**src/rtl/phase_noise_pkg.sv**
```systemverilog
// Shared types, constants and helpers for the phase-noise-analyzer datapath.
package phase_noise_pkg;

  localparam int RATE_MIN       = 2;
  localparam int DROP_CNT_WIDTH = 16;

  typedef enum logic [0:0] {
    IDLE = 1'b0,
    RUN  = 1'b1
  } decim_state_e;

  // Sign-extend the low w bits of raw to 64 bits; callers truncate to their width.
  function automatic logic signed [63:0] sext(input logic [63:0] raw, input int unsigned w);
    logic signed [63:0] t;
    t = $signed(raw << (64 - w));
    return t >>> (64 - w);
  endfunction

endpackage

```
**src/rtl/phase_decimator_if.sv**
```systemverilog
// Sample-in / block-sum-out bundle of the phase decimator.
// Handshake: a result moves on every rising edge where dout_valid && dout_ready;
// once dout_valid is high, dout and dout_valid hold until that transfer happens.
interface phase_decimator_if #(
  parameter int DIN_WIDTH  = 17,
  parameter int DOUT_WIDTH = 40,
  parameter int RATE_WIDTH = 16
);
  import phase_noise_pkg::*;

  logic [DIN_WIDTH-1:0]      din;
  logic                      din_valid;
  logic [RATE_WIDTH-1:0]     rate;
  logic                      realign;
  logic [DOUT_WIDTH-1:0]     dout;
  logic                      dout_valid;
  logic                      dout_ready;
  logic [DROP_CNT_WIDTH-1:0] drop_count;
  logic                      busy;

  modport slave (
    input  din, din_valid, rate, realign, dout_ready,
    output dout, dout_valid, drop_count, busy
  );

  modport master (
    output din, din_valid, rate, realign, dout_ready,
    input  dout, dout_valid, drop_count, busy
  );
endinterface

```
**src/rtl/phase_decimator_out_reg.sv**
```systemverilog
// Single-entry output register: valid/ready hold, overrun detection and a
// saturating count of results lost while the consumer stalls.
module decim_out_reg
  import phase_noise_pkg::*;
#(
  parameter int WIDTH = 40
) (
  input  logic                      clk,
  input  logic                      rst,
  input  logic                      load,
  input  logic [WIDTH-1:0]          data,
  input  logic                      ready,
  output logic [WIDTH-1:0]          dout,
  output logic                      valid,
  output logic [DROP_CNT_WIDTH-1:0] drop_count
);

  logic [WIDTH-1:0]          dout_q;
  logic                      valid_q;
  logic [DROP_CNT_WIDTH-1:0] drop_q;
  logic                      xfer;
  logic                      overrun;

  assign xfer    = valid_q && ready;
  // A result arriving while the held one is stalled is lost, never overwrites.
  assign overrun = load && valid_q && !ready;

  always_ff @(posedge clk) begin
    if (rst) begin
      dout_q  <= '0;
      valid_q <= 1'b0;
      drop_q  <= '0;
    end else begin
      if (load && !overrun) begin
        dout_q  <= data;
        valid_q <= 1'b1;
      end else if (xfer) begin
        valid_q <= 1'b0;
      end
      if (overrun && drop_q != {DROP_CNT_WIDTH{1'b1}}) begin
        drop_q <= drop_q + 1'b1;
      end
    end
  end

  assign dout       = dout_q;
  assign valid      = valid_q;
  assign drop_count = drop_q;

endmodule

```
**src/rtl/phase_decimator.sv**
```systemverilog
// Boxcar decimator: sums R valid frequency words per block and hands each
// block sum to the output register; rate is latched at block start.
module phase_decimator
  import phase_noise_pkg::*;
#(
  parameter int DIN_WIDTH  = 17,
  parameter int DOUT_WIDTH = 40,
  parameter int RATE_WIDTH = 16
) (
  input  logic                 clk,
  input  logic                 rst,
  phase_decimator_if.slave     bus,
  output decim_state_e         fsm_state
);

  decim_state_e              state, state_n;
  logic [DOUT_WIDTH-1:0]     acc, acc_n;
  logic [RATE_WIDTH-1:0]     cnt, cnt_n;
  logic [RATE_WIDTH-1:0]     r_lat, r_lat_n;
  logic [RATE_WIDTH-1:0]     rate_clamp;
  logic [DOUT_WIDTH-1:0]     din_ext;
  logic [DOUT_WIDTH-1:0]     sum;
  logic                      close;

  assign din_ext    = DOUT_WIDTH'(sext(64'(bus.din), DIN_WIDTH));
  assign sum        = acc + din_ext;
  assign rate_clamp = (bus.rate < RATE_WIDTH'(RATE_MIN)) ? RATE_WIDTH'(RATE_MIN) : bus.rate;

  always_ff @(posedge clk) begin
    if (rst) begin
      state <= IDLE;
      acc   <= '0;
      cnt   <= '0;
      r_lat <= RATE_WIDTH'(RATE_MIN);
    end else begin
      state <= state_n;
      acc   <= acc_n;
      cnt   <= cnt_n;
      r_lat <= r_lat_n;
    end
  end

  always_comb begin
    state_n = state;
    acc_n   = acc;
    cnt_n   = cnt;
    r_lat_n = r_lat;
    close   = 1'b0;
    if (bus.realign) begin
      state_n = IDLE;
      acc_n   = '0;
      cnt_n   = '0;
    end else if (bus.din_valid) begin
      // cnt == 0 in RUN means the previous block just closed: start a new one.
      if (state == IDLE || cnt == '0) begin
        state_n = RUN;
        acc_n   = din_ext;
        cnt_n   = RATE_WIDTH'(1);
        r_lat_n = rate_clamp;
      end else if (cnt == r_lat - RATE_WIDTH'(1)) begin
        close = 1'b1;
        acc_n = '0;
        cnt_n = '0;
      end else begin
        acc_n = sum;
        cnt_n = cnt + RATE_WIDTH'(1);
      end
    end
  end

  decim_out_reg #(
    .WIDTH(DOUT_WIDTH)
  ) u_out (
    .clk        (clk),
    .rst        (rst),
    .load       (close),
    .data       (sum),
    .ready      (bus.dout_ready),
    .dout       (bus.dout),
    .valid      (bus.dout_valid),
    .drop_count (bus.drop_count)
  );

  assign bus.busy  = (state == RUN) && (cnt != '0);
  assign fsm_state = state;

endmodule

```
**src/flat_wrapper.sv**
```systemverilog
// flat-port wrapper written by rule: the top's interface ports become plain ports
module phase_decimator_flat import phase_noise_pkg::*;
#(
  parameter int DIN_WIDTH  = 17,
  parameter int DOUT_WIDTH = 40,
  parameter int RATE_WIDTH = 16
)
  (clk, rst, fsm_state, bus_din, bus_din_valid, bus_rate, bus_realign, bus_dout_ready, bus_dout, bus_dout_valid, bus_drop_count, bus_busy);
  phase_decimator_if #(.DIN_WIDTH(DIN_WIDTH), .DOUT_WIDTH(DOUT_WIDTH), .RATE_WIDTH(RATE_WIDTH)) bus_i ();
  input  logic clk;
  input  logic rst;
  output decim_state_e fsm_state;
  input wire logic [$bits(bus_i.din)-1:0] bus_din;
  input wire logic [$bits(bus_i.din_valid)-1:0] bus_din_valid;
  input wire logic [$bits(bus_i.rate)-1:0] bus_rate;
  input wire logic [$bits(bus_i.realign)-1:0] bus_realign;
  input wire logic [$bits(bus_i.dout_ready)-1:0] bus_dout_ready;
  output wire logic [$bits(bus_i.dout)-1:0] bus_dout;
  output wire logic [$bits(bus_i.dout_valid)-1:0] bus_dout_valid;
  output wire logic [$bits(bus_i.drop_count)-1:0] bus_drop_count;
  output wire logic [$bits(bus_i.busy)-1:0] bus_busy;
  assign bus_i.din = bus_din;
  assign bus_i.din_valid = bus_din_valid;
  assign bus_i.rate = bus_rate;
  assign bus_i.realign = bus_realign;
  assign bus_i.dout_ready = bus_dout_ready;
  assign bus_dout = bus_i.dout;
  assign bus_dout_valid = bus_i.dout_valid;
  assign bus_drop_count = bus_i.drop_count;
  assign bus_busy = bus_i.busy;
  phase_decimator #(.DIN_WIDTH(DIN_WIDTH), .DOUT_WIDTH(DOUT_WIDTH), .RATE_WIDTH(RATE_WIDTH)) u_core (.clk(clk), .rst(rst), .bus(bus_i), .fsm_state(fsm_state));
endmodule
```
**config.mk**
```make
export PLATFORM = sky130hd
export DESIGN_NAME = phase_decimator_flat
export DESIGN_NICKNAME = d
export VERILOG_FILES = /design/src/rtl/phase_noise_pkg.sv /design/src/rtl/phase_decimator_if.sv /design/src/rtl/phase_decimator_out_reg.sv /design/src/rtl/phase_decimator.sv /design/src/flat_wrapper.sv
export SDC_FILE = /design/constraint.sdc
export NUM_CORES = 1
export LEC_CHECK = 0
export CAP_MARGIN = 20
export CORE_ASPECT_RATIO = 0.6
export CORE_MARGIN = 2
export CORE_UTILIZATION = 46
export CTS_CLUSTER_DIAMETER = 120
export DETAILED_ROUTE_END_ITERATION = 6
export PLACE_DENSITY_LB_ADDON = 0.25
export SKIP_LAST_GASP = 1
export SYNTH_ARGS = -nofsm -noshare
export SYNTH_HDL_FRONTEND = slang
export SYNTH_SLANG_ARGS = --single-unit
```
**constraint.sdc**
```tcl
create_clock -name clk -period 5.7 [get_ports clk]
set_clock_uncertainty 0.05 [all_clocks]
set_input_delay 1.14 -clock clk [delete_from_list [all_inputs] [get_ports clk]]
set_output_delay 1.14 -clock clk [all_outputs]
set_load 0.03 [all_outputs]
```
# --- Yosys cells after proc, flatten, opt, wreduce, memory -nomap -nowiden ---
# Cells that the tools add are included.
totals:
  reg_bits: 130
  in_bits: 38
  wordCells: 42
classes:
  addsub: 4
  magnitude_cmp: 1
  eq_ne: 2
  muxes: 11
  bitwise: 2
  n_reduce_logical: 15
op_table:
  columns: ["cell", "n"]
  rows:
  - ["2-to-1 mux 40 bit", 2]
  - ["2-to-1 mux 16 bit", 3]
  - ["adder 40 bit", 1]
  - ["adder 16 x 1 -> 16 bit, second input constant", 2]
  - ["equality test 16 bit", 1]
  - ["logical NOT 16 bit", 1]
  - ["< comparator 16 x 2 -> 1 bit, second input constant", 1]
  - ["inequality test 16 bit, second input constant", 1]
  - ["nonzero test 16 bit", 1]
  - ["subtractor 16 x 1 -> 16 bit, second input constant", 1]
  - ["logical AND 1 bit", 6]
  - ["2-to-1 mux 1 bit", 6]
  - ["AND reduction 3 bit", 1]
  - ["logical NOT 1 bit", 2]
  - ["inverter 1 bit", 2]
  - ["AND reduction 2 bit", 1]
  - ["nonzero test 2 bit", 1]
  - ["OR reduction 2 bit", 1]
  - ["logical OR 1 bit", 1]

# --- Longest topological paths before layout ---
logic_depth:
  ltp_word: 11
  ltp_mapped: 13
  ltp_nobuf: 11

# --- By module ---
# Synthesis repeated with hierarchy kept, for this count alone.
hier_totals:
  cells_unflattened: 1035
  hier_area_um2: 8091.5
modules_own_cells:
  columns: ["mod", "n_inst", "cells_each", "area_per_inst_um2", "seq_area_each_um2"]
  rows:
  - ["phase_decimator", 1, 761, 5816.8, 1461.4]
  - ["decim_out_reg", 1, 274, 2274.7, 1141.1]

# --- Least setup slack after synthesis ---
# Ideal clock, no wire load.
synth_path:
  kind: "input-to-reg"
  startpoint: "in bus_din[12]"
  endpoint: "reg u_core.u_out.dout_q[36], in the netlist u_core.u_out.dout[36]"
  setup_time_ns: 0.122
  t_arrival_ns: 3.455
  required_ns: 5.528
  slack_ns: 2.073
  cell_stages: 10
  path_cell_list: "ha_1 clkbuf_1 and4_1 a21o_1 a211oi_1 nor2_1 nor3_1 nor3_1 o211a_1 a311o_1"
synth_via:
  elab_chain_len: 1
synth_rtl:
  columns: ["item", "line", "source"]
  rows:
  - ["start, declared", "flat_wrapper.sv:13", "input wire logic [$bits(bus_i.din)-1:0] bus_din;"]
  - ["adder 40 bit", "phase_decimator.sv:26", "assign sum = acc + din_ext;"]
  - ["end signal, assigned", "phase_decimator_out_reg.sv:35", "dout_q <= data;"]
  - ["end, declared", "phase_decimator_out_reg.sv:18", "logic [WIDTH-1:0] dout_q;"]
# Every way passes these cells.
# A chain may end at the register's enable or synchronous reset.

# --- Final worst setup path ---
layout_path:
  startpoint: "in bus_din[16]"
  endpoint: "reg u_core.u_out.dout_q[34], in the netlist u_core.u_out.dout[34]"
# Same word-level chain as after synthesis.

==> reports/qor.yml <==
worst_hold_path:
  hp-class: "flop to flop"
  hold_depth: 2
  hold_end: "u_core.u_out.dout[22]"
  min_from: "u_core.u_out.dout[22]"
grt:
  gr-total-overflow: 0
  grt_max_degree: 66
  grt_first_pass_wirelength_um: 38200
  antenna_found_initial: 0
  gr-usage-all-layers_pct: 25.2
  first_global_vias: 7242
final_layout:
  final_common_cell: "nand2_1"
  fin_nets: 1192
  drive_above_1_share_pct: 6.06
  layout_common_cells: "nand2_1 (135), dfxtp_1 (130), a21oi_1 (121)"
  syn_to_final_growth_pct: 20.7
  final_util_pct: 56.9
  fillers: 1600
  diodes: 0
timing:
  fin_crit_ns: 4.91
  worst_slack_ns: 0.788
  grt_setup_unrepaired: "false"
  finalCritPeriodShare_pct: 86.2
  slew-limit-headroom_pct: 31.9
  setup_tns_ns: 0
  setup_violations: 0
  hold_viol: 0
  tightest_slew_ns: 0.996
  clock.fmax_mhz: 204
  holdWs_ns: 0.403
  finalMaxSlewViolations: 0
synth:
  syn_inst: 1045
  synth_warnings: 0
  ys.flop_type: "dfxtp_1"
  async_reset_ff_share_pct: 0
  synth_area_mm2: 0.00809
  ys_seq_elements: 130
  synth_area_per_cell_um2: 7.75
  ys_types: 65
  yosysTopAreaCell: "dfxtp_1"
  synth_edf_count: 0
  ys_seq_area_share_pct: 32.2
  synth.area.top_cells: "dfxtp_1 (32%), a21oi_1 (7.5%), ha_1 (6.6%), nand2_1 (6.3%), xnor2_1 (4.7%)"
  syn_nets: 1127
  synth_top_area_share_pct: 32.2
cts:
  clock-sinks: 130
  cts.htree.levels: 4
  cts-root-buf: "clkbuf_16"
  postCtsSetupBuffers: 0
  ctsResizeCount: 0
  path_clk_slew_ns: 0.06
  clock_latency_ns: 0.42
  cts_tree: "done"
  holdBufCountCts: 0
  cts_buffer_depth: 2
  cts_inserted_buffers: 17
power_and_ir_drop:
  peakVddDrop_mv: 0.167
  p_per_area_mw_per_mm2: 246
  finalPower_mw: 2.41
  p_leak_nw: 3.74
setup_path:
  crit_type: "primary input to flop"
  reg2reg_from: "u_core.r_lat[2]"
  r2r_end: "u_core.u_out.dout[38]"
  ff2ff_setup_slack_ns: 1.84
  startpoint_type: "primary input"
  critPathMaxFanout: 16
  arrival_ns: 5.22
  cp.required_ns: 6.01
  worstRegToRegCells: 8
  endpoint_kind: "flop"
die:
  die_x_um: 175
  io_pins: 97
  core_area_mm2: 0.0172
  rows: 37
  start_util_pct: 47.1
  die_area_mm2: 0.0187
  die-height_um: 107
job:
  cap_violations: 0
run_status:
  status: "completed"
detailed_routing:
  drt_iter0_drc: 665
  first_pass_iters: 5
  wl_per_cell_um: 17.2
  num_vias: 7955
  viasPerCell: 5.86
  totalWireLength_um: 23300
  drtAntennaViolNets: 0
  drcViolationCount: 0
placed_design:
  numPortBuffers: 96
  hpwl_um: 16900
  place_congestion: 0.960
  pre_cts_ws_ns: 0.640
==> worst max-delay path by stage <==
stage	start	slack, ns	end	depth (start not counted)
2_1_floorplan	bus_din[12]	2.07	u_core.u_out.dout[36]	10
3_3_place_gp	bus_din[16]	0.58	u_core.u_out.dout[38]	11
3_5_place_dp	bus_din[16]	0.64	u_core.u_out.dout[34]	11
4_1_cts	bus_din[16]	1.03	u_core.u_out.dout[34]	11
5_1_grt	bus_din[16]	0.69	u_core.u_out.dout[34]	11
6_report	bus_din[16]	0.79	u_core.u_out.dout[34]	11
==> where the power goes <==
part	switching [mW]	internal, mW
Clock	0.431	0.656
Sequential	0.0160	0.927
Combinational	0.232	0.144
==> sequential cells by signal, summed over array words and instances, names as in the netlist <==
register                 cells
u_core.u_out.valid           1
u_core.fsm_state             1
u_core.cnt                  16
u_core.r_lat                16
u_core.acc                  40
u_core.u_out.drop_count     16
u_core.u_out.dout           40
==> cells in the mapped netlist (14+ instances only) <==
cell type	n
clkbuf_1	49
o21ai_0	53
nand2_1	135
a211oi_1	16
and3_1	15
inv_1	23
a21o_1	20
nor4_1	16
a21oi_1	121
nand4_1	19
a22oi_1	15
ha_1	43
nor2b_1	14
dfxtp_1	130
nor3_1	26
xor2_1	24
xnor2_1	43
nor2_1	87
nand3_1	27
==> per-stage QoR <==
stage / cells / area [µm²]
2_1_floorplan: 1045 / 8090
3_3_place_gp: 1324 / 9180
3_5_place_dp: 1324 / 9180
4_1_cts: 1356 / 9760
5_1_grt: 1357 / 9770
6_report: 1357 / 9770
==> cell type report <==
| type | count | area [µm²] | share of cell area, % |
|---|---|---|---|
| Tap cell | 234 | 293 | 3.00 |
| Inverter | 23 | 86.3 | 0.884 |
| Sequential cell | 130 | 2600 | 26.6 |
| Clock inverter | 12 | 134 | 1.37 |
| Multi-Input combinational cell | 830 | 5170 | 52.9 |
| Timing Repair Buffer | 108 | 1040 | 10.7 |
| Clock buffer | 20 | 447 | 4.57 |
==> layer usage <==
layer,routed length (µm),GRT usage (%),share of wire (%),vias to the layer above
met1,13000,41.8,56,3775
met5,0,0,0,-
met2,8580,32.5,37,230
li1,-,-,-,3933
met3,1520,4.82,6.5,17
met4,148,4.64,0.64,0
==> critical path, cell delays in order <==
cell and delay [ns]:
clkdlybuf4s50_1 0.79, buf_4 0.33, ha_1 0.34, a21oi_1 0.33, o21ai_0 0.21, a2111oi_0 0.88
o2111ai_1 0.32, nand3_1 0.23, o21bai_1 0.16, nor4b_1 0.33, a311o_1 0.16
==> kinds of logic after synthesis <==
logic type,after synthesis,share of synthesized area [%]
simple gates,395,23.8
buf+inv,85,4.10
compound gates,317,24.9
flops,130,32.2
fa+ha+maj,44,6.89
xor+xnor,67,7.25
mux,7,0.927
Power figures use the tool's default switching activity.
